## config.mk

```make
export PLATFORM = sky130hd
export DESIGN_NAME = imm_gen_pipe
export DESIGN_NICKNAME = d
export VERILOG_FILES = /design/src/rtl/imm_pkg.sv /design/src/rtl/imm_expand.sv /design/src/rtl/imm_gen_pipe.sv
export SDC_FILE = /design/constraint.sdc
export NUM_CORES = 1
export LEC_CHECK = 0
export ABC_AREA = 1
export BUFFER_PORTS_ARGS = -buffer_cell sky130_fd_sc_hd__buf_2
export CORE_MARGIN = 5
export CORE_UTILIZATION = 48
export CTS_CLUSTER_DIAMETER = 30
export DETAILED_ROUTE_END_ITERATION = 10
export GPL_TIMING_DRIVEN = 0
export PLACE_DENSITY = 0.75
export SLEW_MARGIN = 20
export SYNTH_ARGS = -nofsm -noshare
export SYNTH_HDL_FRONTEND = slang
export SYNTH_SLANG_ARGS = --single-unit
```

## constraint.sdc

```tcl
create_clock -name clk -period 1.2 [get_ports clk]
set_input_delay 0.06 -clock clk [delete_from_list [all_inputs] [get_ports clk]]
set_output_delay 0.06 -clock clk [all_outputs]
set_load 0.005 [all_outputs]
```

## src/rtl/imm_pkg.sv

```systemverilog
// Shared encodings for the pipelined immediate generator: format selects and
// skid-buffer occupancy states.
package imm_pkg;

    localparam logic [2:0] IMM_I    = 3'b000;
    localparam logic [2:0] IMM_S    = 3'b001;
    localparam logic [2:0] IMM_B    = 3'b010;
    localparam logic [2:0] IMM_U    = 3'b011;
    localparam logic [2:0] IMM_J    = 3'b100;
    localparam logic [2:0] IMM_Z    = 3'b101;
    localparam logic [2:0] IMM_ILL1 = 3'b110;
    localparam logic [2:0] IMM_ILL2 = 3'b111;

    localparam int unsigned INSTR_W = 32;
    localparam int unsigned SRC_W   = 3;

    typedef enum logic [1:0] {
        EMPTY = 2'd0,
        ONE   = 2'd1,
        TWO   = 2'd2
    } state_t;

endpackage

```

## src/rtl/imm_expand.sv

```systemverilog
// Combinational immediate decode for all RV base formats plus CSR zimm,
// extended to XLEN.
module imm_expand
    import imm_pkg::*;
#(
    parameter int unsigned XLEN = 32
) (
    input  logic [INSTR_W-1:0] instr,
    input  logic [SRC_W-1:0]   imm_src,
    output logic [XLEN-1:0]    imm,
    output logic               illegal
);

    logic [31:0] imm32;

    // Z and illegal leave bit 31 clear, so one sign extension serves every format.
    always_comb begin
        imm32   = '0;
        illegal = 1'b0;
        case (imm_src)
            IMM_I:   imm32 = {{20{instr[31]}}, instr[31:20]};
            IMM_S:   imm32 = {{20{instr[31]}}, instr[31:25], instr[11:7]};
            IMM_B:   imm32 = {{19{instr[31]}}, instr[31], instr[7], instr[30:25],
                              instr[11:8], 1'b0};
            IMM_U:   imm32 = {instr[31:12], 12'b0};
            IMM_J:   imm32 = {{11{instr[31]}}, instr[31], instr[19:12], instr[20],
                              instr[30:21], 1'b0};
            IMM_Z:   imm32 = {27'b0, instr[19:15]};
            default: illegal = 1'b1;
        endcase
    end

    assign imm = XLEN'($signed(imm32));

endmodule

```

## src/rtl/imm_gen_pipe.sv

```systemverilog
// Registered immediate generator with valid/ready handshake; SKID selects a
// two-entry skid buffer (registered in_ready) or a single pipeline register.
module imm_gen_pipe
    import imm_pkg::*;
#(
    parameter int unsigned XLEN  = 32,
    parameter int unsigned TAG_W = 5,
    parameter int unsigned SKID  = 1
) (
    input  logic               clk,
    input  logic               rst,
    input  logic               in_valid,
    output logic               in_ready,
    input  logic [INSTR_W-1:0] in_instr,
    input  logic [SRC_W-1:0]   in_imm_src,
    input  logic [TAG_W-1:0]   in_tag,
    output logic               out_valid,
    input  logic               out_ready,
    output logic [XLEN-1:0]    out_imm,
    output logic [TAG_W-1:0]   out_tag,
    output logic               out_illegal
);

    if (XLEN != 32 && XLEN != 64) begin : g_bad_xlen
        $error("imm_gen_pipe: XLEN must be 32 or 64");
    end
    if (TAG_W < 1) begin : g_bad_tag
        $error("imm_gen_pipe: TAG_W must be at least 1");
    end

    logic [XLEN-1:0] exp_imm;
    logic            exp_ill;

    imm_expand #(.XLEN(XLEN)) u_expand (
        .instr   (in_instr),
        .imm_src (in_imm_src),
        .imm     (exp_imm),
        .illegal (exp_ill)
    );

    if (SKID != 0) begin : g_skid
        state_t          state_q;
        state_t          state_d;
        logic            load_m;
        logic            load_k;
        logic            move_k;
        logic            in_fire;
        logic            out_fire;
        logic            in_ready_q;
        logic            out_valid_q;
        logic [XLEN-1:0] k_imm;
        logic [TAG_W-1:0] k_tag;
        logic            k_ill;

        assign in_fire   = in_valid && in_ready_q;
        assign out_fire  = out_valid_q && out_ready;
        assign in_ready  = in_ready_q;
        assign out_valid = out_valid_q;

        // Occupancy FSM: M holds the head entry, K catches one entry under stall.
        always_comb begin
            state_d = state_q;
            load_m  = 1'b0;
            load_k  = 1'b0;
            move_k  = 1'b0;
            case (state_q)
                EMPTY: begin
                    if (in_fire) begin
                        load_m  = 1'b1;
                        state_d = ONE;
                    end
                end
                ONE: begin
                    if (in_fire && out_fire) begin
                        load_m = 1'b1;
                    end else if (out_fire) begin
                        state_d = EMPTY;
                    end else if (in_fire) begin
                        load_k  = 1'b1;
                        state_d = TWO;
                    end
                end
                TWO: begin
                    if (out_fire) begin
                        move_k  = 1'b1;
                        state_d = ONE;
                    end
                end
                default: state_d = EMPTY;
            endcase
        end

        // in_ready/out_valid are flopped copies of the next-state decode.
        always_ff @(posedge clk) begin
            if (rst) begin
                state_q     <= EMPTY;
                in_ready_q  <= 1'b0;
                out_valid_q <= 1'b0;
            end else begin
                state_q     <= state_d;
                in_ready_q  <= (state_d != TWO);
                out_valid_q <= (state_d != EMPTY);
            end
        end

        always_ff @(posedge clk) begin
            if (rst) begin
                out_imm     <= '0;
                out_tag     <= '0;
                out_illegal <= 1'b0;
                k_imm       <= '0;
                k_tag       <= '0;
                k_ill       <= 1'b0;
            end else begin
                if (load_m) begin
                    out_imm     <= exp_imm;
                    out_tag     <= in_tag;
                    out_illegal <= exp_ill;
                end else if (move_k) begin
                    out_imm     <= k_imm;
                    out_tag     <= k_tag;
                    out_illegal <= k_ill;
                end
                if (load_k) begin
                    k_imm <= exp_imm;
                    k_tag <= in_tag;
                    k_ill <= exp_ill;
                end
            end
        end
    end else begin : g_single
        // Reset gates acceptance so nothing slips in while rst is held.
        assign in_ready = !rst && (!out_valid || out_ready);

        always_ff @(posedge clk) begin
            if (rst) begin
                out_valid   <= 1'b0;
                out_imm     <= '0;
                out_tag     <= '0;
                out_illegal <= 1'b0;
            end else if (in_valid && in_ready) begin
                out_valid   <= 1'b1;
                out_imm     <= exp_imm;
                out_tag     <= in_tag;
                out_illegal <= exp_ill;
            end else if (out_ready) begin
                out_valid   <= 1'b0;
            end
        end
    end

endmodule

```

==> results of run 1 <==
## layer usage
metal / wire (µm) / vias up / GRT usage (%)
li1: - / 1955 / -
met1: 5040 / 2001 / 33.1
met2: 6360 / 290 / 41.2
met3: 1220 / 55 / 4.61
met4: 562 / 0 / 12.6
met5: 0 / - / 0
## layout make-up
cell class / count / area (µm²) / area share [%]
repair buffers: 107 / 838 / 15.5
clock inverters: 5 / 81.3 / 1.51
plain buffers: 34 / 370 / 6.86
multi-input cells: 372 / 2110 / 39.0
flip-flops and latches: 80 / 1610 / 29.8
well taps: 99 / 124 / 2.29
inverters: 35 / 144 / 2.66
clock buffers: 10 / 128 / 2.36
## cell usage in the layout (no fill, tap or decap), drive strengths merged
master       Yosys  final
inv             35     35
and3             1      1
clkinvlp         0      1
nor2            80     80
nand3           32     32
nand2          104    105
clkinv           0      2
a21oi           43     43
bufinv           0      2
a31oi            1      1
buf             20    112
clkbuf          14     33
o21ai          102    102
nand4            8      8
dfxtp           80     80
dlygate4sd3      0      6
## registers in the layout, indices dropped and copies added (netlist names)
name,flops
out_illegal,1
in_ready,1
out_tag,5
out_imm,32
g_skid.k_imm,32
out_valid,1
g_skid.k_tag,5
g_skid.k_ill,1
g_skid.state_q,2
## metrics by stage
step,std cells,TNS (ns),worst slack (ns)
after floorplan,520,-1.26,-0.0703
after global routing,742,-11.46,-0.247
after CTS,735,-3.52,-0.0856
after detailed placement,693,-20.65,-0.417
after global placement,693,-16.65,-0.308
final,742,-7.25,-0.177
## worst paths after layout
check	depth (start not counted)	start	end	slack, ns
worst max-delay path	8	out_valid$_SDFF_PP0_	g_skid.k_imm[1]$_SDFFE_PP0P_	-0.18
worst max register to register	8	out_valid$_SDFF_PP0_	g_skid.k_imm[1]$_SDFFE_PP0P_	-0.18
worst min-delay path	3	in_valid	out_valid$_SDFF_PP0_	0.02
worst min register to register	2	out_tag[4]$_SDFFE_PP0P_	out_tag[4]$_SDFFE_PP0P_	0.47
## cells by family after synthesis
| logic type | Yosys count | synth area share [%] |
|---|---|---|
| AOI/OAI and AO/OA | 146 | 20.5 |
| DFF | 80 | 44.8 |
| buffers and inverters | 69 | 8.34 |
| and+or+nand+nor | 225 | 26.3 |
## tightest hold or removal path, cell delays in order
cell,delay [ns]
buf_2,0.11
nand2_4,0.08
a31oi_1,0.10
## where the power goes
part	switching [mW]	internal (mW)
Sequential	0.118	2.82
Combinational	0.801	0.617
Clock	1.02	1.16
Total	1.93	4.60
## timing repair
item	CTS	global route
resized for setup	142	120
pin swaps	18	18
setup buffers	12	0
hold endpoints to repair	6	0
endpoints found under the setup margin	79	79
hold buffers	6	0
cloned	9	8
==> impl_metrics.tcl, run 1 <==
set metrics [dict create \
    finalClockSkew_ns 0.0113 \
    grt_first_pass_wirelength_um 18300 \
    grt_max_degree 14 \
    core-area_um2 7250 \
    wl_per_cell_um 17.8 \
    hold_slack_ns 0.0215 \
    setup_ws_ns -0.177 \
    via_count 4301 \
    setup_viol 78 \
    cts_buffers 9 \
    syn2layout_area_growth_pct 51.2 \
    antenna_cells 0 \
    die-width_um 96.3 \
    syn_avg_cell_area_um2 6.87 \
    ys_types 20 \
    start_util_pct 49.2 \
    crit_slowest_cell "dfxtp_4" \
    critPathMaxStageDelay_ns 0.37 \
    clk_pin_slew_ns 0.08 \
    synth_edf_count 0 \
    failed_checks "negative setup slack" \
    max_freq_mhz 726 \
    timing.slew.headroom_pct 35.0 \
    io_pins 84 \
    ys_top_cells_by_count "99 x nand2_1, 97 x o21ai_0, 80 x dfxtp_1, 78 x nor2_1, 43 x a21oi_1" \
    drive_above_1_share_pct 39.0 \
    clk_latency_ns 0.37 \
    clock_path_buffers 2 \
    portBuffers 74 \
    synth_nets 564 \
    crit_chain "nand2_4 > nand2_4 > nor2_4 > inv_2 > buf_6 > buf_6 > o21ai_1 > inv_1" \
    drc 0 \
    rsz0062_at_grt "true" \
    worst-setup-path-type "reg2reg" \
    place_hpwl_um 7330 \
    hold_path.class "in2reg" \
    netlist_instances 520 \
    nets 683 \
    vdd_drop_max_mv 0.982 \
    critPathTopFamily "buffers and inverters" \
    synth.area.top_cells "dfxtp_1 45%, o21ai_0 14%, nand2_1 10%" \
    track_usage_pct 25.7 \
    clockRootBuffer "clkbuf_8" \
    p_per_area_nw_per_um2 1210 \
    wl_um 13200 \
    async_flop_share_pct 0 \
    ctsHtreeMaxLevel 3 \
    die-height_um 96.3 \
    hold_violations 0 \
    outcome "complete, but fails checks" \
    post-route-util_pct 74.5 \
    critPathArrivalTime_ns 1.64 \
    worstMarginPinSlew_ns 0.975 \
    synth.largest_area_cell "dfxtp_1" \
    grt_pass1_vias 3834 \
    drtPass1Iterations 5 \
    finalMaxSlewViolations 0 \
    required_ns 1.46 \
    place.gp.congestion 0.867 \
    grt_overflow 0 \
    critPathBufInv 4 \
    synth_top_area_share_pct 44.8 \
    yosys_warnings 0 \
    synthFlopType "dfxtp_1" \
    p_total_mw 6.54 \
    yosysMostFrequentCell "nand2_1" \
    yosys_register_bits 80 \
    cts_tree "built" \
    start_kind "flip-flop" \
    fin_area_um2 5400 \
    antenna_found_initial 0 \
    place_area_um2 4080 \
    synthesis.area_um2 3570 \
    period_minus_slack_ns 1.38 \
    yosysSeqAreaShare_pct 44.8 \
    fillCellCount 511 \
    max_cap_viol_count 0 \
    row_count 31 \
    avgViaCountPerCell 5.80 \
    end_kind "flip-flop" \
    dieArea_um2 9270 \
    drt_iter0_drc 453 \
    drtAntennaViolNets 0 \
    power.leakage_nw 2.48 \
    clock-sinks 80 \
    fin_crit_sh_pct 115 \
    path_max_fanout 4 \
]
Note: power is estimated with default switching activity, not from simulation.
==> inputs of run 2 (changes only) <==
CORE_UTILIZATION = 53   (was 48)
PLACE_DENSITY = 0.79   (was 0.75)
clock period = 1.5 ns   (was 1.2 ns; I/O delays follow)
==> run 2 against run 1 <==
Effect of this change: the flow now finishes without violations; global-route usage decreased by 1.3 points; register-to-register slack better by 0.28 ns; flip-flop and latch count did not move; count of clock-buffer cells in the layout is 1 lower; worst setup slack better by 0.28 ns; clock power shrank 11%; clock skew is 0.0061 ns lower; total power is 24% lower; wire length down 24%; sequential share of layout area up 6.7 points; fmax shrank 1.1%; critical endpoint is now g_skid.k_tag[3]$_SDFFE_PP0P_; largest power group unchanged.
==> impl_metrics.tcl, run 2 (same netlist as run 1, synthesis figures left out) <==
set metrics [dict create \
    end_kind "flip-flop" \
    wl_per_cell_um 14.3 \
    io_pins 84 \
    cts_buffers 9 \
    reg2reg_slack_ns 0.11 \
    max_freq_mhz 718 \
    hold_violations 0 \
    grt_overflow 0 \
    p_per_area_nw_per_um2 1140 \
    sw_frac_of_total_pct 26.9 \
    hold_slack_ns 0.00479 \
    place.gp.congestion 0.906 \
    place_area_um2 4040 \
    start_kind "flip-flop" \
    setup_viol 0 \
    clock-sinks 80 \
    dieArea_um2 8480 \
    cts_tree "built" \
    power.leakage_nw 2.12 \
    critPathMaxStageDelay_ns 0.34 \
    core-area_um2 6680 \
    die-height_um 92.1 \
    drc 0 \
    clockRootBuffer "clkbuf_8" \
    vdd_drop_max_mv 0.792 \
    worstMarginPinSlew_ns 0.535 \
    hold_path.class "in2reg" \
    max_cap_viol_count 0 \
    antenna_found_initial 0 \
    mostFrequentLayoutCells "98 x nand2_1, 95 x o21ai_0, 83 x buf_2" \
    seq_power_share_pct 46.5 \
    path_max_fanout 10 \
    antenna_cells 0 \
    grt_max_degree 15 \
    via_count 3773 \
    crit_chain "nand2_2 > nor2_4 > inv_2 > nor2_4 > inv_2 > buf_4 > buf_6 > nor2_1 > nor2_1" \
    final_common_cell "nand2_1" \
    grt_first_pass_wirelength_um 16600 \
    period_minus_slack_ns 1.39 \
    clk_pin_slew_ns 0.08 \
    start_util_pct 53.5 \
    grt_pass1_vias 3533 \
    fin_area_um2 4390 \
    place_hpwl_um 7170 \
    rsz0062_at_grt "true" \
    worst-setup-path-type "reg2reg" \
    crit_slowest_cell "dfxtp_1" \
    required_ns 1.75 \
    clock_path_buffers 2 \
    drt_iter0_drc 200 \
    p_clk_share_pct 38.6 \
    critPathArrivalTime_ns 1.64 \
    combPwrFrac_pct 14.9 \
    finalMaxSlewViolations 0 \
    avgViaCountPerCell 5.41 \
    wl_um 10000 \
    switchingPower_mw 1.34 \
    outcome "completed" \
    drtPass1Iterations 4 \
    setup_ws_ns 0.107 \
    track_usage_pct 24.3 \
    dp_slack_ns -0.0662 \
    fin_crit_sh_pct 92.8 \
    finalClockSkew_ns 0.00518 \
    row_count 30 \
    timing.slew.headroom_pct 64.4 \
    die-width_um 92.1 \
    ctsHtreeMaxLevel 3 \
    drive_above_1_share_pct 21.2 \
    nets 656 \
    largestRegisters "g_skid.k_imm x32, out_imm x32" \
    drtAntennaViolNets 0 \
    intPower_mw 3.65 \
    portBuffers 74 \
    syn2layout_area_growth_pct 22.9 \
    clk_latency_ns 0.36 \
]
run 2: cell types whose count changed in the layout (fill, tap and decap cells not counted), moves of 7 or more:
cell,before,now
o21ai_0,30,95
o21ai_2,39,0
o21ai_1,30,7
nor2_1,59,78
a21oi_1,28,43
a21oi_2,15,0
nor2_2,15,0
buf_8,13,0
buf_6,12,2
clkbuf_16,8,0
buf_2,76,83
run 2: layer usage:
layer,global-route usage (%),vias to the layer above,part of all wire (%)
met5,0,-,0
met4,11.9,0,2.6
met3,4.92,27,7.2
met2,38.4,163,47
met1,31.7,1696,43
li1,-,1887,-
run 2: timing repair:
action / CTS / global route
endpoints found under the setup margin: 12 / 58
hold endpoints to repair: 5 / 0
hold buffers: 5 / 0
pin swaps: 1 / 2
resized for setup: 1 / 25
buffers inserted: 1 / 1
run 2: worst max-delay path, delay by kind of cell (launching register included):
family / cells / cell delay, ns
and+or+nand+nor: 5 / 0.52
DFF: 1 / 0.34
buffers and inverters: 4 / 0.43
run 2: per-stage QoR:
step	TNS, ns	cells	total power, mW	util [%]
after floorplan	0	520	2.79	-
after global placement	-0.0604	674	3.05	60.5
after detailed placement	-0.296	674	3.07	60.5
after CTS	0	696	4.99	65.0
after global routing	-0.0622	697	5.23	65.7
final	0	697	4.99	65.7
run 2: cell type report:
type,count,area [µm²]
plain buffers,34,189
clock buffers,9,124
clock inverters,7,119
fillers,630,2290
inverters,35,131
multi-input cells,371,1690
flip-flops and latches,80,1600
well taps,80,100
repair buffers,81,435
run 2: path summary, 6_finish.rpt:
kind,cells past startpoint,startpoint,endpoint
hold / removal,3,in_tag[3],g_skid.k_tag[3]$_SDFFE_PP0P_
setup reg to reg,9,in_ready$_SDFF_PP0_,g_skid.k_tag[3]$_SDFFE_PP0P_
hold reg to reg,2,g_skid.k_imm[8]$_SDFFE_PP0P_,g_skid.k_imm[8]$_SDFFE_PP0P_
setup / recovery,9,in_ready$_SDFF_PP0_,g_skid.k_tag[3]$_SDFFE_PP0P_
run 2: power groups by stage:
stage | logic (mW) | registers (mW) | clock network (mW)
2_1_floorplan | 0.418 | 2.37 | 0
3_3_place_gp | 0.692 | 2.36 | 0
3_5_place_dp | 0.702 | 2.37 | 0
4_1_cts | 0.723 | 2.32 | 1.95
5_1_grt | 0.837 | 2.34 | 2.05
6_report | 0.742 | 2.32 | 1.93
